<file path="src/rtl/pattern_pkg.sv">
// Shared types for the pattern_writer memory game: comparator verdicts,
// controller states and the LFSR feedback rule.
package pattern_pkg;

    typedef enum logic [1:0] {
        RES_NONE  = 2'b00,
        RES_MATCH = 2'b01,
        RES_MISS  = 2'b10,
        RES_RSVD  = 2'b11
    } result_e;

    typedef enum logic [2:0] {
        ST_IDLE,
        ST_GEN,
        ST_SHOW,
        ST_GAP,
        ST_WAIT,
        ST_WIN,
        ST_LOSE
    } state_e;

    // Feedback taps at bits 7, 5, 4 and 3.
    localparam logic [7:0] LFSR_TAPS = 8'hB8;

    function automatic logic [7:0] lfsr_next(input logic [7:0] l);
        return {l[6:0], ^(l & LFSR_TAPS)};
    endfunction

endpackage

</file>
<file path="src/rtl/lfsr8.sv">
// 8-bit Fibonacci LFSR that advances one step per cycle while en is high.
module lfsr8
    import pattern_pkg::*;
(
    input  logic       clk,
    input  logic       rst,
    input  logic       en,
    input  logic [7:0] seed,
    output logic [7:0] q
);

    logic [7:0] lfsr_q;

    // NOTE: sequential state is written with <= so every register samples
    // the pre-edge values; blocking = here would chain updates within a cycle.
    always_ff @(posedge clk) begin
        if (rst) begin
            lfsr_q <= seed;
        end else if (en) begin
            lfsr_q <= lfsr_next(lfsr_q);
        end
    end

    assign q = lfsr_q;

endmodule

</file>
<file path="src/rtl/pattern_writer.sv">
// Memory-game sequencer: grows a random 2-bit symbol sequence one level at a
// time, shows it to the player, then walks it against comparator verdicts.
module pattern_writer
    import pattern_pkg::*;
#(
    parameter int unsigned MAX_LEN     = 8,
    parameter int unsigned SHOW_CYCLES = 4,
    parameter logic [7:0]  SEED        = 8'hA5
) (
    input  logic       clk,
    input  logic       rst,
    input  logic       start,
    input  logic [1:0] result,
    output logic [1:0] out_wr,
    output logic       wr_valid,
    output logic       cmp_valid,
    output logic [4:0] level,
    output logic       game_over,
    output logic       win
);

    // An all-zero seed would lock the LFSR at zero forever.
    localparam logic [7:0] SEED_EFF  = (SEED == 8'h00) ? 8'h01 : SEED;
    localparam logic [7:0] SHOW_LAST = 8'(SHOW_CYCLES - 1);
    localparam logic [4:0] LEN_MAX   = 5'(MAX_LEN);

    state_e     state_q;
    logic [4:0] idx_q;
    logic [4:0] level_q;
    logic [7:0] cnt_q;
    logic [1:0] mem_q [MAX_LEN];
    logic [1:0] out_wr_q;
    logic       wr_valid_q;
    logic       cmp_valid_q;
    logic       game_over_q;
    logic       win_q;

    logic [7:0] lfsr_q;
    logic [1:0] sym_d;

    lfsr8 u_lfsr (
        .clk  (clk),
        .rst  (rst),
        .en   (state_q == ST_GEN),
        .seed (SEED_EFF),
        .q    (lfsr_q)
    );

    // The symbol appended in GEN is taken from the value the LFSR steps to.
    assign sym_d = 2'(lfsr_next(lfsr_q));

    function automatic logic [1:0] mem_at(input logic [4:0] i);
        logic [1:0] r;
        r = 2'b00;
        for (int k = 0; k < MAX_LEN; k++) begin
            if (i == 5'(k)) r = mem_q[k];
        end
        return r;
    endfunction

    always_ff @(posedge clk) begin
        if (rst) begin
            state_q     <= ST_IDLE;
            idx_q       <= '0;
            level_q     <= '0;
            cnt_q       <= '0;
            out_wr_q    <= '0;
            wr_valid_q  <= 1'b0;
            cmp_valid_q <= 1'b0;
            game_over_q <= 1'b0;
            win_q       <= 1'b0;
            // NOTE: the symbol array is a small flop bank, so clearing it in
            // reset is cheap and keeps every read defined; a RAM would not be.
            for (int i = 0; i < MAX_LEN; i++) begin
                mem_q[i] <= 2'b00;
            end
        end else begin
            case (state_q)
                ST_IDLE, ST_WIN, ST_LOSE: begin
                    if (start) begin
                        state_q     <= ST_GEN;
                        level_q     <= 5'd1;
                        idx_q       <= '0;
                        out_wr_q    <= '0;
                        game_over_q <= 1'b0;
                        win_q       <= 1'b0;
                    end
                end
                ST_GEN: begin
                    for (int i = 0; i < MAX_LEN; i++) begin
                        if (level_q == 5'(i + 1)) mem_q[i] <= sym_d;
                    end
                    idx_q      <= '0;
                    cnt_q      <= '0;
                    state_q    <= ST_SHOW;
                    wr_valid_q <= 1'b1;
                    // At level 1 the entry being written is the one shown first.
                    out_wr_q   <= (level_q == 5'd1) ? sym_d : mem_at(5'd0);
                end
                ST_SHOW: begin
                    if (cnt_q == SHOW_LAST) begin
                        state_q    <= ST_GAP;
                        wr_valid_q <= 1'b0;
                        out_wr_q   <= '0;
                    end else begin
                        cnt_q <= cnt_q + 8'd1;
                    end
                end
                ST_GAP: begin
                    if (idx_q + 5'd1 == level_q) begin
                        state_q     <= ST_WAIT;
                        idx_q       <= '0;
                        cmp_valid_q <= 1'b1;
                        out_wr_q    <= mem_at(5'd0);
                    end else begin
                        state_q    <= ST_SHOW;
                        idx_q      <= idx_q + 5'd1;
                        cnt_q      <= '0;
                        wr_valid_q <= 1'b1;
                        out_wr_q   <= mem_at(idx_q + 5'd1);
                    end
                end
                ST_WAIT: begin
                    case (result_e'(result))
                        RES_MATCH: begin
                            if (idx_q + 5'd1 < level_q) begin
                                idx_q    <= idx_q + 5'd1;
                                out_wr_q <= mem_at(idx_q + 5'd1);
                            end else begin
                                cmp_valid_q <= 1'b0;
                                out_wr_q    <= '0;
                                if (level_q == LEN_MAX) begin
                                    state_q     <= ST_WIN;
                                    game_over_q <= 1'b1;
                                    win_q       <= 1'b1;
                                end else begin
                                    state_q <= ST_GEN;
                                    level_q <= level_q + 5'd1;
                                end
                            end
                        end
                        RES_MISS: begin
                            state_q     <= ST_LOSE;
                            cmp_valid_q <= 1'b0;
                            out_wr_q    <= '0;
                            game_over_q <= 1'b1;
                        end
                        default: ;
                    endcase
                end
                default: state_q <= ST_IDLE;
            endcase
        end
    end

    assign out_wr    = out_wr_q;
    assign wr_valid  = wr_valid_q;
    assign cmp_valid = cmp_valid_q;
    assign level     = level_q;
    assign game_over = game_over_q;
    assign win       = win_q;

endmodule

</file>
<file path="config.mk">
export PLATFORM = sky130hd
export DESIGN_NAME = pattern_writer
export DESIGN_NICKNAME = d
export VERILOG_FILES = /design/src/rtl/pattern_pkg.sv /design/src/rtl/lfsr8.sv /design/src/rtl/pattern_writer.sv
export SDC_FILE = /design/constraint.sdc
export NUM_CORES = 1
export LEC_CHECK = 0
export ABC_AREA = 0
export ABC_CLOCK_PERIOD_IN_PS = 9000
export CAP_MARGIN = 20
export CELL_PAD_IN_SITES_DETAIL_PLACEMENT = 1
export CELL_PAD_IN_SITES_GLOBAL_PLACEMENT = 1
export CORE_ASPECT_RATIO = 1.4
export CORE_UTILIZATION = 49
export CTS_CLUSTER_SIZE = 16
export DETAILED_ROUTE_END_ITERATION = 7
export PLACE_DENSITY = 0.93
export SETUP_SLACK_MARGIN = 0.4
export SLEW_MARGIN = 20
export SYNTH_ARGS = -nofsm -noshare
export SYNTH_HDL_FRONTEND = slang
export SYNTH_SLANG_ARGS = --single-unit
</file>
<file path="constraint.sdc">
create_clock -name clk -period 9 [get_ports clk]
set_clock_uncertainty 0.2 [all_clocks]
set_input_delay 1.8 -clock clk [delete_from_list [all_inputs] [get_ports clk]]
set_output_delay 1.8 -clock clk [all_outputs]
set_load 0.02 [all_outputs]
</file>
======== Word-level counts from Yosys, hierarchy flattened ========
Memories as Yosys holds them, arrays and structs flattened.
Cells that the tools add are included.
storage, ports and cells
  register bits after elaboration ......... 35
  bits in writable memories ............... 16
  input bits .............................. 5
  output and inout bits ................... 11
  logic and storage cells ................. 170
  memories ................................ 1
memory list
  memory  words  bits a word  read ports  clocked after Yosys merged registers in  wr ports  line                  RTL
  mem_q   8      2            8           0                                        8         pattern_writer.sv:31  logic [1:0] mem_q [MAX_LEN];
operators by class
  $add $sub $neg .......................... 3
  $lt $le $gt $ge ......................... 1
  equality and inequality tests ........... 38
  multiplexer cells ....................... 91
  bitwise logic cells ..................... 8
  reductions and logical operators ........ 18
operators by type and width
  kind                                                                   count
  1-bit 2-to-1 mux                                                       42
  2-bit 2-to-1 mux                                                       21
  5-bit by 3-bit equality test with 1-bit output, second input constant  8
  5-bit 2-to-1 mux                                                       8
  8-bit case mux with 3 select lines                                     1
  5-bit by 2-bit equality test with 1-bit output, second input constant  4
  2-bit inequality test, second input constant                           10
  5-bit case mux with 4 select lines                                     1
  8-bit 2-to-1 mux                                                       2
  4-bit AND reduction                                                    4
  3-bit 2-to-1 mux                                                       5
  3-bit case mux with 5 select lines                                     1
  5-bit AND reduction                                                    3
  5-bit by 1-bit adder with 5-bit output, second input constant          2
  5-bit by 1-bit equality test with 1-bit output, second input constant  2
  1-bit case mux with 2 select lines                                     5
  2-bit case mux with 5 select lines                                     1
  5-bit case mux with 2 select lines                                     1
  3-bit equality test, second input constant                             3
  8-bit by 1-bit adder with 8-bit output, second input constant          1
  8-bit by 2-bit equality test with 1-bit output, second input constant  1
  1-bit bitwise OR                                                       8
  8-bit XOR reduction                                                    1
  3-bit by 2-bit equality test with 1-bit output, second input constant  2
  other kinds (19)                                                       22

======== Logic depth before layout (Yosys ltp) ========
Gate-level depths: netlist (run 1).
  word-level depth ........................ 13
  mapped depth ............................ 11
  gate-level depth less buffers ........... 10

======== Hierarchy ========
Synthesis (run 1) repeated with hierarchy kept, for this count alone.
second synthesis, totals
  cell total of the unflattened synthesis .. 326
  area, all modules ....................... 3054.2 µm²
by module, submodules not included
  module          instances  cells each  area an instance (µm²)  seq. area each (µm²)
  pattern_writer  1          304         2682.6                  1021.0
  lfsr8           1          22          371.6                   240.2

======== Worst setup path before layout (run 1) ========
Ideal clock, no wire load.
  kind .................................... input to register
  start point ............................. input port start
  end point ............................... register idx_q[2]
  setup time .............................. 0.070 ns
  arrival time ............................ 2.937 ns
  data required time ...................... 8.730 ns
  slack ................................... 5.793 ns
  cell stages on the path ................. 5
  path buffers ............................ 0
  cells stage by stage .................... nand2b_1 -> maj3_2 -> o21a_4 -> or4b_1 -> a21oi_1
between the ends
  longest elaborated chain between the ends .. 2
ends and longest elaborated chain
  element                          line                   RTL
  start, declared                  pattern_writer.sv:12   input logic start,
  2-bit inequality test (no line)  --
  4-bit AND reduction (no line)    --
  end signal, assigned             pattern_writer.sv:117  idx_q <= idx_q + 5'd1;
  end signal, assigned             pattern_writer.sv:127  idx_q <= idx_q + 5'd1;
  end, declared                    pattern_writer.sv:28   logic [4:0] idx_q;
No other way between the ends.
A chain may end at the register's enable or synchronous reset.

======== Final worst setup path (run 1) ========
  start point ............................. register idx_q[0]
  end point ............................... register idx_q[2]
between the ends
  longest elaborated chain between the ends .. 4
  elaborated cells between the ends (all ways) .. 9
  those cells by class .................... 1 x add/sub; 1 x order compare; 2 x eq/ne; 4 x mux; 1 x reduce/logical
ends and longest elaborated chain
  element                                                                              line                   RTL
  5-bit by 1-bit adder with 5-bit output (*)                                           --
  5-bit < comparator (tied with other cells)                                           pattern_writer.sv:126  if (idx_q + 5'd1 < level_q) begin
  2-bit inequality test (no line) (tied with other cells)                              --
  4-bit AND reduction (no line) or 5-bit case mux with 4 select lines (tied branches)  --
Mark *: on every way between the ends. The rest lies on a longest branch, timed or not. The select of a mux whose other input is x is not followed.

==> results of run 1 <==
## placed cells by master (no fill, tap or decap), types with 10 or more instances in the layout
cell type	synthesis	routed
a21oi_1	28	28
clkdlybuf4s50_1	0	15
dfxtp_1	35	35
edfxtp_1	16	16
ha_1	15	15
inv_1	20	20
nand2_1	41	41
nand3_1	12	12
nor2_1	38	38
nor2b_1	10	10
nor3_1	12	12
o21ai_0	15	15
xnor2_1	10	10
## final cells by class
type	instances	area, um2	area share (%)
multi-input combinational	279	1747	51.88
sequential	51	1181	35.08
clock inverter	3	46.29	1.375
timing repair buffer	16	157.7	4.682
inverter	21	78.83	2.341
tap	70	87.58	2.601
clock buffer	5	68.82	2.044
## how the worst max path moves through the flow
stage	endpoint	from	slack (ns)
4_1_cts	idx_q[2]	idx_q[0]	5.31
3_5_place_dp	idx_q[2]	start	5.03
5_1_grt	idx_q[2]	idx_q[0]	5.12
2_1_floorplan	idx_q[2]	start	5.79
3_3_place_gp	idx_q[2]	start	5.13
6_report	idx_q[2]	idx_q[0]	5.33
## worst max-delay path, stage by stage, from the launching register on
cell and delay, ns:
dfxtp_1 0.58, ha_1 0.42, nand3_1 0.14, xnor2_1 0.44, ha_1 0.38, and3_1 0.24, o21ai_2 0.11, a32oi_1 0.15
o21a_4 0.26, or4b_1 0.50, a21oi_1 0.17
## cell families after synthesis
| group | count (synthesis) | synth area share, % |
|---|---|---|
| and+or+nand+nor | 155 | 25.44 |
| AOI/OAI and AO/OA | 87 | 18.62 |
| DFF | 51 | 38.30 |
| buffers and inverters | 38 | 5.070 |
| xor gates and xnor gates | 17 | 4.827 |
| adders and majority gates | 16 | 6.450 |
| muxes | 4 | 1.298 |
## power by group through the flow
stage          sequential (mW)  clock (mW)  combinational [mW]
2_1_floorplan            0.311           0               0.262
3_3_place_gp             0.330           0               0.313
3_5_place_dp             0.333           0               0.328
4_1_cts                  0.327       0.170               0.334
5_1_grt                  0.335       0.180               0.368
6_report                 0.329       0.165               0.332
## state kept, by name, indices dropped and copies added, names as in the netlist
name and count:
win 1, out_wr 2, game_over 1, level 5, idx_q 5, cnt_q 8
wr_valid 1, cmp_valid 1, mem_q 16, u_lfsr.q 8, state_q 3
## layer usage
metal  track usage (%)  vias up  share of wire [%]
met1             27.37     1285                 40
met5                 0        -                  0
li1                  -     1298                  -
met3             3.979       24                2.6
met4             12.59        0                3.6
met2             51.94       45                 54
## through the flow
step           instance area, um2  util (%)  hold slack, ns
4_1_cts                      3367     56.63          0.2686
2_1_floorplan                3084         -          0.2321
5_1_grt                      3367     56.63          0.3036
3_5_place_dp                 3252     54.69          0.2480
6_report                     3367     56.63          0.2628
3_3_place_gp                 3252     54.69          0.2424
==> flow_metrics.env, run 1 <==
export IMPL_cts_buffer_depth=2
export IMPL_fin_crit_ns=3.667
export IMPL_cts_clk_slew_worst_paths_ns=0.09
export IMPL_drive_gt1_share_pct=5.867
export IMPL_postCtsSetupBuffers=0
export IMPL_grt_pass1_wl_um=13710
export IMPL_p_leak_nw=1.256
export IMPL_wl_um=7953
export IMPL_p_per_area_nw_per_um2=245.3
export IMPL_swShare_pct=40.89
export IMPL_grt_pass1_vias=2856
export IMPL_synth_area_leader_cell="dfxtp_1"
export IMPL_wl_per_cell_um=17.87
export IMPL_hold_viol_final=0
export IMPL_min_path_cells=2
export IMPL_holdPathEnd="u_lfsr.q[6]"
export IMPL_synthArstFlopShare_pct=0
export IMPL_cts_htree_levels=2
export IMPL_dpl_hpwl_um=5943
export IMPL_cts_sinks=51
export IMPL_setup_tns_ns=0
export IMPL_endpoint_kind="flop"
export IMPL_maxSlewHeadroom_pct=44.98
export IMPL_clk_latency_ns=0.32
export IMPL_period_share_pct=40.74
export IMPL_peakVddDrop_mv=0.1764
export IMPL_routed_via_density=5.960
export IMPL_first_pass_iters=4
export IMPL_hp_start="u_lfsr.q[6]"
export IMPL_diodes=0
export IMPL_fin_nets=394
export IMPL_power_frac_comb_pct=40.2
export IMPL_initial_core_util_pct=51.87
export IMPL_synth_cells=368
export IMPL_yosysMostFrequentCell="nand2_1"
export IMPL_fmax_mhz=272.7
export IMPL_portBuffers=15
export IMPL_synth_commonest_cells="41 x nand2_1, 38 x nor2_1, 35 x dfxtp_1, 28 x a21oi_1, 20 x inv_1"
export IMPL_grt_max_degree=36
export IMPL_r2r_slack_ns=5.33
export IMPL_die_w_um=69.05
export IMPL_synth_edf_count=16
export IMPL_r2r_end="idx_q[2]"
export IMPL_timing_rr_start="idx_q[0]"
export IMPL_post_place_ws_ns=5.032
export IMPL_cts_tree="yes"
export IMPL_placed_cells=437
export IMPL_drv_slew=0
export IMPL_cts_resized=0
export IMPL_seq_area_frac_synth_pct=38.30
export IMPL_drt_iter0_markers=87
export IMPL_cts_root_buf="clkbuf_8"
export IMPL_fillers=720
export IMPL_fin_cells=445
export IMPL_antenna_found_initial=0
export IMPL_synth_ff_type="dfxtp_1"
export IMPL_ys_ff_latch=51
export IMPL_io_pins=16
export IMPL_syn_nets=388
export IMPL_maxCapViolations=0
export IMPL_die_height_um=95.87
export IMPL_place_gp_congestion=0.8272
export IMPL_tightest_slew_ns=0.8189
export IMPL_grtUsageTotal_pct=26.44
export IMPL_rows=33
export IMPL_internal_power_mw=0.4882
export IMPL_required_ns=9.04
export IMPL_switchingPower_mw=0.3378
export IMPL_worstPathArrival_ns=3.71
export IMPL_ff2ff_path_depth=10
export IMPL_cts_buffers=5
export IMPL_syn_avg_cell_area_um2=8.381
export IMPL_overflow=0
export IMPL_synth_area_leaders="dfxtp_1 23%, edfxtp_1 16%, ha_1 6.1%, nand2_1 5.0%, nor2_1 4.6%"
export IMPL_cts_hold_buf=0
export IMPL_synth_cell_types=60
export IMPL_placeableCoreArea_um2=5946
export IMPL_crit_path_max_fanout=11
export IMPL_die_area_um2=6620
export IMPL_criticalPathCategory="flop to flop"
export IMPL_yosys_warnings=0
export IMPL_synth_area_um2=3084
export IMPL_worstHoldPathType="flop to flop"
export IMPL_area_growth_synth_to_final_pct=9.168
export IMPL_setup_slack_ns=5.333
export IMPL_finalSetupViolations=0
export IMPL_power_frac_clock_pct=20.0
export IMPL_outcome="finished clean"
export IMPL_ant_nets=0
export IMPL_rsz0062_at_grt="false"
export IMPL_worst_setup_path_start_kind="flop"
export IMPL_via_count=2652
export IMPL_post_route_drc_count=0
export IMPL_total_power_mw=0.8260
export IMPL_yosysTopAreaCellShare_pct=22.72
export IMPL_seq_power_share_pct=39.8
No activity file was read; power rests on OpenSTA's default activity.
==> inputs of run 2 (changes only) <==
--- a/config.mk
+++ b/config.mk
@@ -6,15 +6,15 @@
 export NUM_CORES = 1
 export LEC_CHECK = 0
 export ABC_AREA = 0
-export ABC_CLOCK_PERIOD_IN_PS = 9000
+export ABC_CLOCK_PERIOD_IN_PS = 3400
 export CAP_MARGIN = 20
 export CELL_PAD_IN_SITES_DETAIL_PLACEMENT = 1
 export CELL_PAD_IN_SITES_GLOBAL_PLACEMENT = 1
 export CORE_ASPECT_RATIO = 1.4
-export CORE_UTILIZATION = 49
+export CORE_UTILIZATION = 46
 export CTS_CLUSTER_SIZE = 16
 export DETAILED_ROUTE_END_ITERATION = 7
-export PLACE_DENSITY = 0.93
+export PLACE_DENSITY = 0.88
 export SETUP_SLACK_MARGIN = 0.4
 export SLEW_MARGIN = 20
 export SYNTH_ARGS = -nofsm -noshare
==> constraint.sdc (replaced) <==
create_clock -name clk -period 3.4 [get_ports clk]
set_clock_uncertainty 0.2 [all_clocks]
set_input_delay 0.68 -clock clk [delete_from_list [all_inputs] [get_ports clk]]
set_output_delay 0.68 -clock clk [all_outputs]
set_load 0.02 [all_outputs]
==> run 2 against run 1 <==
Compared with the run above:
- final area increased by 5.6%
- combinational power increased to 3.1 times the previous value
- non-clock buffer count increased by 13
- global-route usage decreased by 1.8 points
- die area increased by 6.4%
- critical endpoint is now idx_q[1]
==> flow_metrics.env, run 2 (synthesized netlist as in run 1, its figures left out) <==
export IMPL_io_pins=16
export IMPL_area_growth_synth_to_final_pct=15.25
export IMPL_fmax_mhz=323.7
export IMPL_period_share_pct=90.85
export IMPL_antenna_found_initial=0
export IMPL_die_area_um2=7041
export IMPL_fin_crit_ns=3.089
export IMPL_die_w_um=71.21
export IMPL_grtUsageTotal_pct=24.69
export IMPL_cts_root_buf="clkbuf_8"
export IMPL_cp_slowest_stage_delay_ns=0.39
export IMPL_cts_buffers=5
export IMPL_setup_tns_ns=0
export IMPL_routed_via_density=6.009
export IMPL_placed_cells=446
export IMPL_maxCapViolations=0
export IMPL_p_leak_nw=1.348
export IMPL_worst_setup_path_start_kind="flop"
export IMPL_diodes=0
export IMPL_drt_iter0_markers=123
export IMPL_hp_start="u_lfsr.q[2]"
export IMPL_tightest_slew_ns=0.6155
export IMPL_ant_nets=0
export IMPL_cp_slowest_cell="dfxtp_4"
export IMPL_clk_latency_ns=0.31
export IMPL_postPlaceCellArea_um2=3307
export IMPL_portBuffers=15
export IMPL_worstHoldPathType="flop to flop"
export IMPL_r2r_slack_ns=0.31
export IMPL_post_route_drc_count=0
export IMPL_maxSlewHeadroom_pct=58.89
export IMPL_critical_path_cell_chain="buf_4 > nand3_2 > xnor2_2 > ha_1 > a21o_1 > a21oi_4 > a32oi_2 > o21a_4 > buf_4 > or3b_1 > a21oi_1"
export IMPL_hold_viol_final=0
export IMPL_initial_core_util_pct=48.66
export IMPL_met2_usage_pct=46.23
export IMPL_placeableCoreArea_um2=6339
export IMPL_rows=34
export IMPL_grt_pass1_wl_um=13640
export IMPL_fin_cells=460
export IMPL_drv_slew=0
export IMPL_first_pass_iters=5
export IMPL_cts_buffer_depth=2
export IMPL_drive_gt1_share_pct=12.63
export IMPL_final_cell_mix="41 x nand2_1, 38 x nor2_1, 31 x dfxtp_1"
export IMPL_rsz0062_at_grt="true"
export IMPL_final_common_cell="nand2_1"
export IMPL_grt_max_degree=19
export IMPL_wl_um=8704
export IMPL_place_gp_congestion=0.8589
export IMPL_peakVddDrop_mv=0.4143
export IMPL_cts_clk_slew_worst_paths_ns=0.10
export IMPL_via_count=2764
export IMPL_crit_path_max_fanout=7
export IMPL_cts_sinks=51
export IMPL_die_height_um=98.89
export IMPL_grt_pass1_vias=2834
export IMPL_endpoint_kind="flop"
export IMPL_fin_nets=407
export IMPL_timing_rr_start="idx_q[1]"
export IMPL_overflow=0
export IMPL_design_area_um2=3555
export IMPL_required_ns=3.42
export IMPL_hold_ws_ns=0.2854
export IMPL_cts_tree="yes"
export IMPL_crit_top_cell="buf_4"
export IMPL_outcome="finished clean"
export IMPL_finalSetupViolations=0
export IMPL_cts_htree_levels=2
export IMPL_p_per_area_nw_per_um2=648.9
export IMPL_wl_per_cell_um=18.92
export IMPL_grt_busiest_layer="met2"
export IMPL_top_register="mem_q"
export IMPL_use_met3_pct=3.067
export IMPL_crit_start="idx_q[1]"
export IMPL_dpl_hpwl_um=6052
export IMPL_worstPathArrival_ns=3.11
export IMPL_cts_hold_buf=0
export IMPL_largest_reg_flops=16
export IMPL_grtUsageMet1_pct=28.06
export IMPL_criticalPathCategory="flop to flop"
## run 2: final cells by class
type,instances,area (um2)
Clock buffer,5,68.82
Fill cell,757,2784
Sequential cell,51,1191
Inverter,21,78.83
Multi-Input combinational cell,279,1819
Timing Repair Buffer,29,262.8
Tap cell,72,90.09
Clock inverter,3,43.79
## run 2: per-stage QoR
step / total power [mW] / util, % / setup slack, ns
after floorplan: 1.517 / - / 0.4221
after global placement: 1.753 / 52.17 / 0.5032
after global routing: 2.430 / 56.08 / 0.2757
final: 2.307 / 56.08 / 0.3110
after CTS: 2.238 / 54.30 / 0.4027
after detailed placement: 1.799 / 52.17 / 0.3431
## run 2: routing by layer
metal,wire [um],share of wire [%]
met4,224,2.6
met1,3429,39
met2,4827,55
met5,0,0
met3,222,2.6
## run 2: where the power goes
group | leakage, nW | switching [mW] | internal [mW] | total [mW]
combinational | 0.842 | 0.638 | 0.404 | 1.04
sequential | 0.452 | 0.102 | 0.729 | 0.831
clock | 0.0543 | 0.214 | 0.219 | 0.433
## run 2: what timing repair did
action	4_1_cts	5_1_grt
cloned	0	0
setup buffers	0	6
pin swaps	1	3
gates resized for setup	5	14
setup endpoints to repair	7	9
## run 2: final timing paths
path	to	cells past startpoint
worst min register to register	u_lfsr.q[3]	2
worst max-delay path	idx_q[1]	11
worst max register to register	idx_q[1]	11
worst min-delay path	u_lfsr.q[3]	2
## run 2: worst max-delay path, delay by kind of cell, from the launching register on
family          cells  cell delay (ns)
compound gates      5             1.07
simple gates        2             0.50
flops               1             0.39
fa+ha+maj           1             0.31
buf+inv             2             0.28
xor+xnor            1             0.23
==> inputs of run 3 (changes only) <==
--- a/config.mk
+++ b/config.mk
@@ -8,10 +8,10 @@
 export ABC_AREA = 0
 export ABC_CLOCK_PERIOD_IN_PS = 3400
 export CAP_MARGIN = 20
-export CELL_PAD_IN_SITES_DETAIL_PLACEMENT = 1
-export CELL_PAD_IN_SITES_GLOBAL_PLACEMENT = 1
+export CELL_PAD_IN_SITES_DETAIL_PLACEMENT = 2
+export CELL_PAD_IN_SITES_GLOBAL_PLACEMENT = 2
 export CORE_ASPECT_RATIO = 1.4
-export CORE_UTILIZATION = 46
+export CORE_UTILIZATION = 37
 export CTS_CLUSTER_SIZE = 16
 export DETAILED_ROUTE_END_ITERATION = 7
 export PLACE_DENSITY = 0.88
==> constraint.sdc (replaced) <==
create_clock -name clk -period 3.4 [get_ports clk]
set_clock_uncertainty 0.2 [all_clocks]
set_input_delay 0.68 -clock clk [delete_from_list [all_inputs] [get_ports clk]]
set_output_delay 0.68 -clock clk [all_outputs]
set_load 0.05 [all_outputs]
==> run 3 against run 2 <==
Compared with the run above:
- fmax is 4.8% higher
- wire length is 24% higher
- critical endpoint is now idx_q[2]
- setup slack better by 0.14 ns
- clock-buffer cell count stayed put
- core utilization is 11 points lower
- combinational power is 12% higher
- via count is 1.1% higher
- critical path depth is 1 lower
- register-to-register slack better by 0.14 ns
- first-iteration DRC count is 65% lower
- final area is 2.2% higher
==> flow_metrics.env, run 3 (synthesized netlist as in run 1, its figures left out) <==
export IMPL_die_area_um2=8710
export IMPL_worstHoldPathType="flop to flop"
export IMPL_cts_sinks=51
export IMPL_criticalPathCategory="flop to flop"
export IMPL_first_pass_iters=4
export IMPL_crit_top_cell="ha_4"
export IMPL_cts_hold_buf=0
export IMPL_grt_pass1_wl_um=16420
export IMPL_fillers=952
export IMPL_fin_cells=491
export IMPL_rsz0062_at_grt="false"
export IMPL_peakVddDrop_mv=0.4516
export IMPL_hp_start="u_lfsr.q[6]"
export IMPL_portBuffers=15
export IMPL_clk_latency_ns=0.30
export IMPL_wl_met3_um=216
export IMPL_fmax_mhz=339.2
export IMPL_cts_htree_levels=2
export IMPL_maxSlewHeadroom_pct=55.76
export IMPL_setup_tns_ns=0
export IMPL_drt_iter0_markers=43
export IMPL_ant_nets=0
export IMPL_cts_buffer_depth=2
export IMPL_postPlaceCellArea_um2=3352
export IMPL_initial_core_util_pct=38.08
export IMPL_routed_top_layer="met4"
export IMPL_hold_viol_final=0
export IMPL_die_height_um=110.0
export IMPL_worstPathArrival_ns=2.98
export IMPL_overflow=0
export IMPL_cts_tree="yes"
export IMPL_io_pins=16
export IMPL_fin_nets=408
export IMPL_rows=39
export IMPL_drive_gt1_share_pct=12.60
export IMPL_p_leak_nw=1.366
export IMPL_antenna_found_initial=0
export IMPL_seq_area_um2=1191
export IMPL_path_buf_inv=0
export IMPL_finalSetupViolations=0
export IMPL_top_register="mem_q"
export IMPL_period_share_pct=86.71
export IMPL_outcome="finished clean"
export IMPL_critical_path_cell_chain="ha_4 > nand3_1 > xnor2_2 > ha_4 > and3_1 > o21ai_2 > a32oi_1 > o21a_4 > or4b_1 > a21oi_2"
export IMPL_post_route_drc_count=0
export IMPL_diodes=0
export IMPL_hold_ws_ns=0.2649
export IMPL_multi_input_area_um2=1831
export IMPL_cp_slowest_cell="or4b_1"
export IMPL_endpoint_kind="flop"
export IMPL_drv_slew=0
export IMPL_worst_setup_path_start_kind="flop"
export IMPL_place_gp_congestion=0.8863
export IMPL_crit_path_max_fanout=7
export IMPL_cp_slowest_stage_delay_ns=0.54
export IMPL_area_growth_synth_to_final_pct=17.77
export IMPL_placed_cells=477
export IMPL_dpl_hpwl_um=7281
export IMPL_final_common_cell="nand2_1"
export IMPL_crit_start="idx_q[1]"
export IMPL_required_ns=3.43
export IMPL_wl_per_cell_um=21.91
export IMPL_routed_via_density=5.690
export IMPL_tightest_slew_ns=0.6585
export IMPL_grtUsageTotal_pct=25.14
export IMPL_p_per_area_nw_per_um2=689.7
export IMPL_cpLargestDelayFamily="simple AND/OR/NAND/NOR gates"
export IMPL_largest_reg_flops=16
export IMPL_fin_crit_ns=2.948
export IMPL_wl_met1_um=4043
export IMPL_wl_um=10760
export IMPL_grt_max_degree=18
export IMPL_placeableCoreArea_um2=8100
export IMPL_timing_rr_start="idx_q[1]"
export IMPL_cts_clk_slew_worst_paths_ns=0.07
export IMPL_cts_root_buf="clkbuf_16"
export IMPL_die_w_um=79.16
export IMPL_total_power_mw=2.505
export IMPL_cts_buffers=5
export IMPL_final_cell_mix="41 x nand2_1, 38 x nor2_1, 31 x dfxtp_1"
export IMPL_via_count=2794
export IMPL_grt_pass1_vias=3168
export IMPL_maxCapViolations=0
export IMPL_design_area_um2=3632
export IMPL_wl_met2_um=6216
[run 3: power by group]
| group | switching, mW | total, mW | internal, mW |
|---|---|---|---|
| Combinational | 0.757 | 1.16 | 0.400 |
| Sequential | 0.113 | 0.843 | 0.730 |
| Clock | 0.237 | 0.506 | 0.269 |
| Total | 1.11 | 2.51 | 1.40 |
[run 3: layout make-up]
type	count	area share, %
Inverter	21	2.170
Clock inverter	3	0.4134
Clock buffer	5	3.445
Sequential cell	51	32.79
Tap cell	102	3.514
Timing Repair Buffer	30	7.268
Multi-Input combinational cell	279	50.40
[run 3: repair_timing]
| item | in CTS | in global routing |
|---|---|---|
| setup buffers | 1 | 5 |
| resized for setup | 9 | 10 |
| setup endpoints to repair | 10 | 9 |
| cloned | 0 | 0 |
| pin swaps | 1 | 4 |
[run 3: per-stage QoR]
stage | util [%] | setup WS [ns]
global route | 44.84 | 0.3878
floorplan | - | 0.4222
finish | 44.84 | 0.4517
CTS | 43.67 | 0.4157
detailed placement | 41.38 | 0.2847
global placement | 41.38 | 0.4728
[run 3: metal layers]
layer | GRT usage (%) | vias up
met5 | 0 | -
met3 | 4.198 | 21
met2 | 50.00 | 34
li1 | - | 1327
met4 | 10.78 | 0
met1 | 25.22 | 1412
[run 3: worst reg2reg max path, cell delays in order (launching register included)]
cell	delay, ns
dfxtp_4	0.40
ha_4	0.17
nand3_1	0.13
xnor2_2	0.28
ha_4	0.26
and3_1	0.22
o21ai_2	0.09
a32oi_1	0.15
o21a_4	0.28
or4b_1	0.54
a21oi_2	0.17
[run 3: final timing paths]
check	to	slack (ns)	depth (start not counted)
worst max-delay path	idx_q[2]	0.45	10
worst min-delay path	u_lfsr.q[6]	0.26	2
worst max register to register	idx_q[2]	0.45	10
worst min register to register	u_lfsr.q[6]	0.26	2
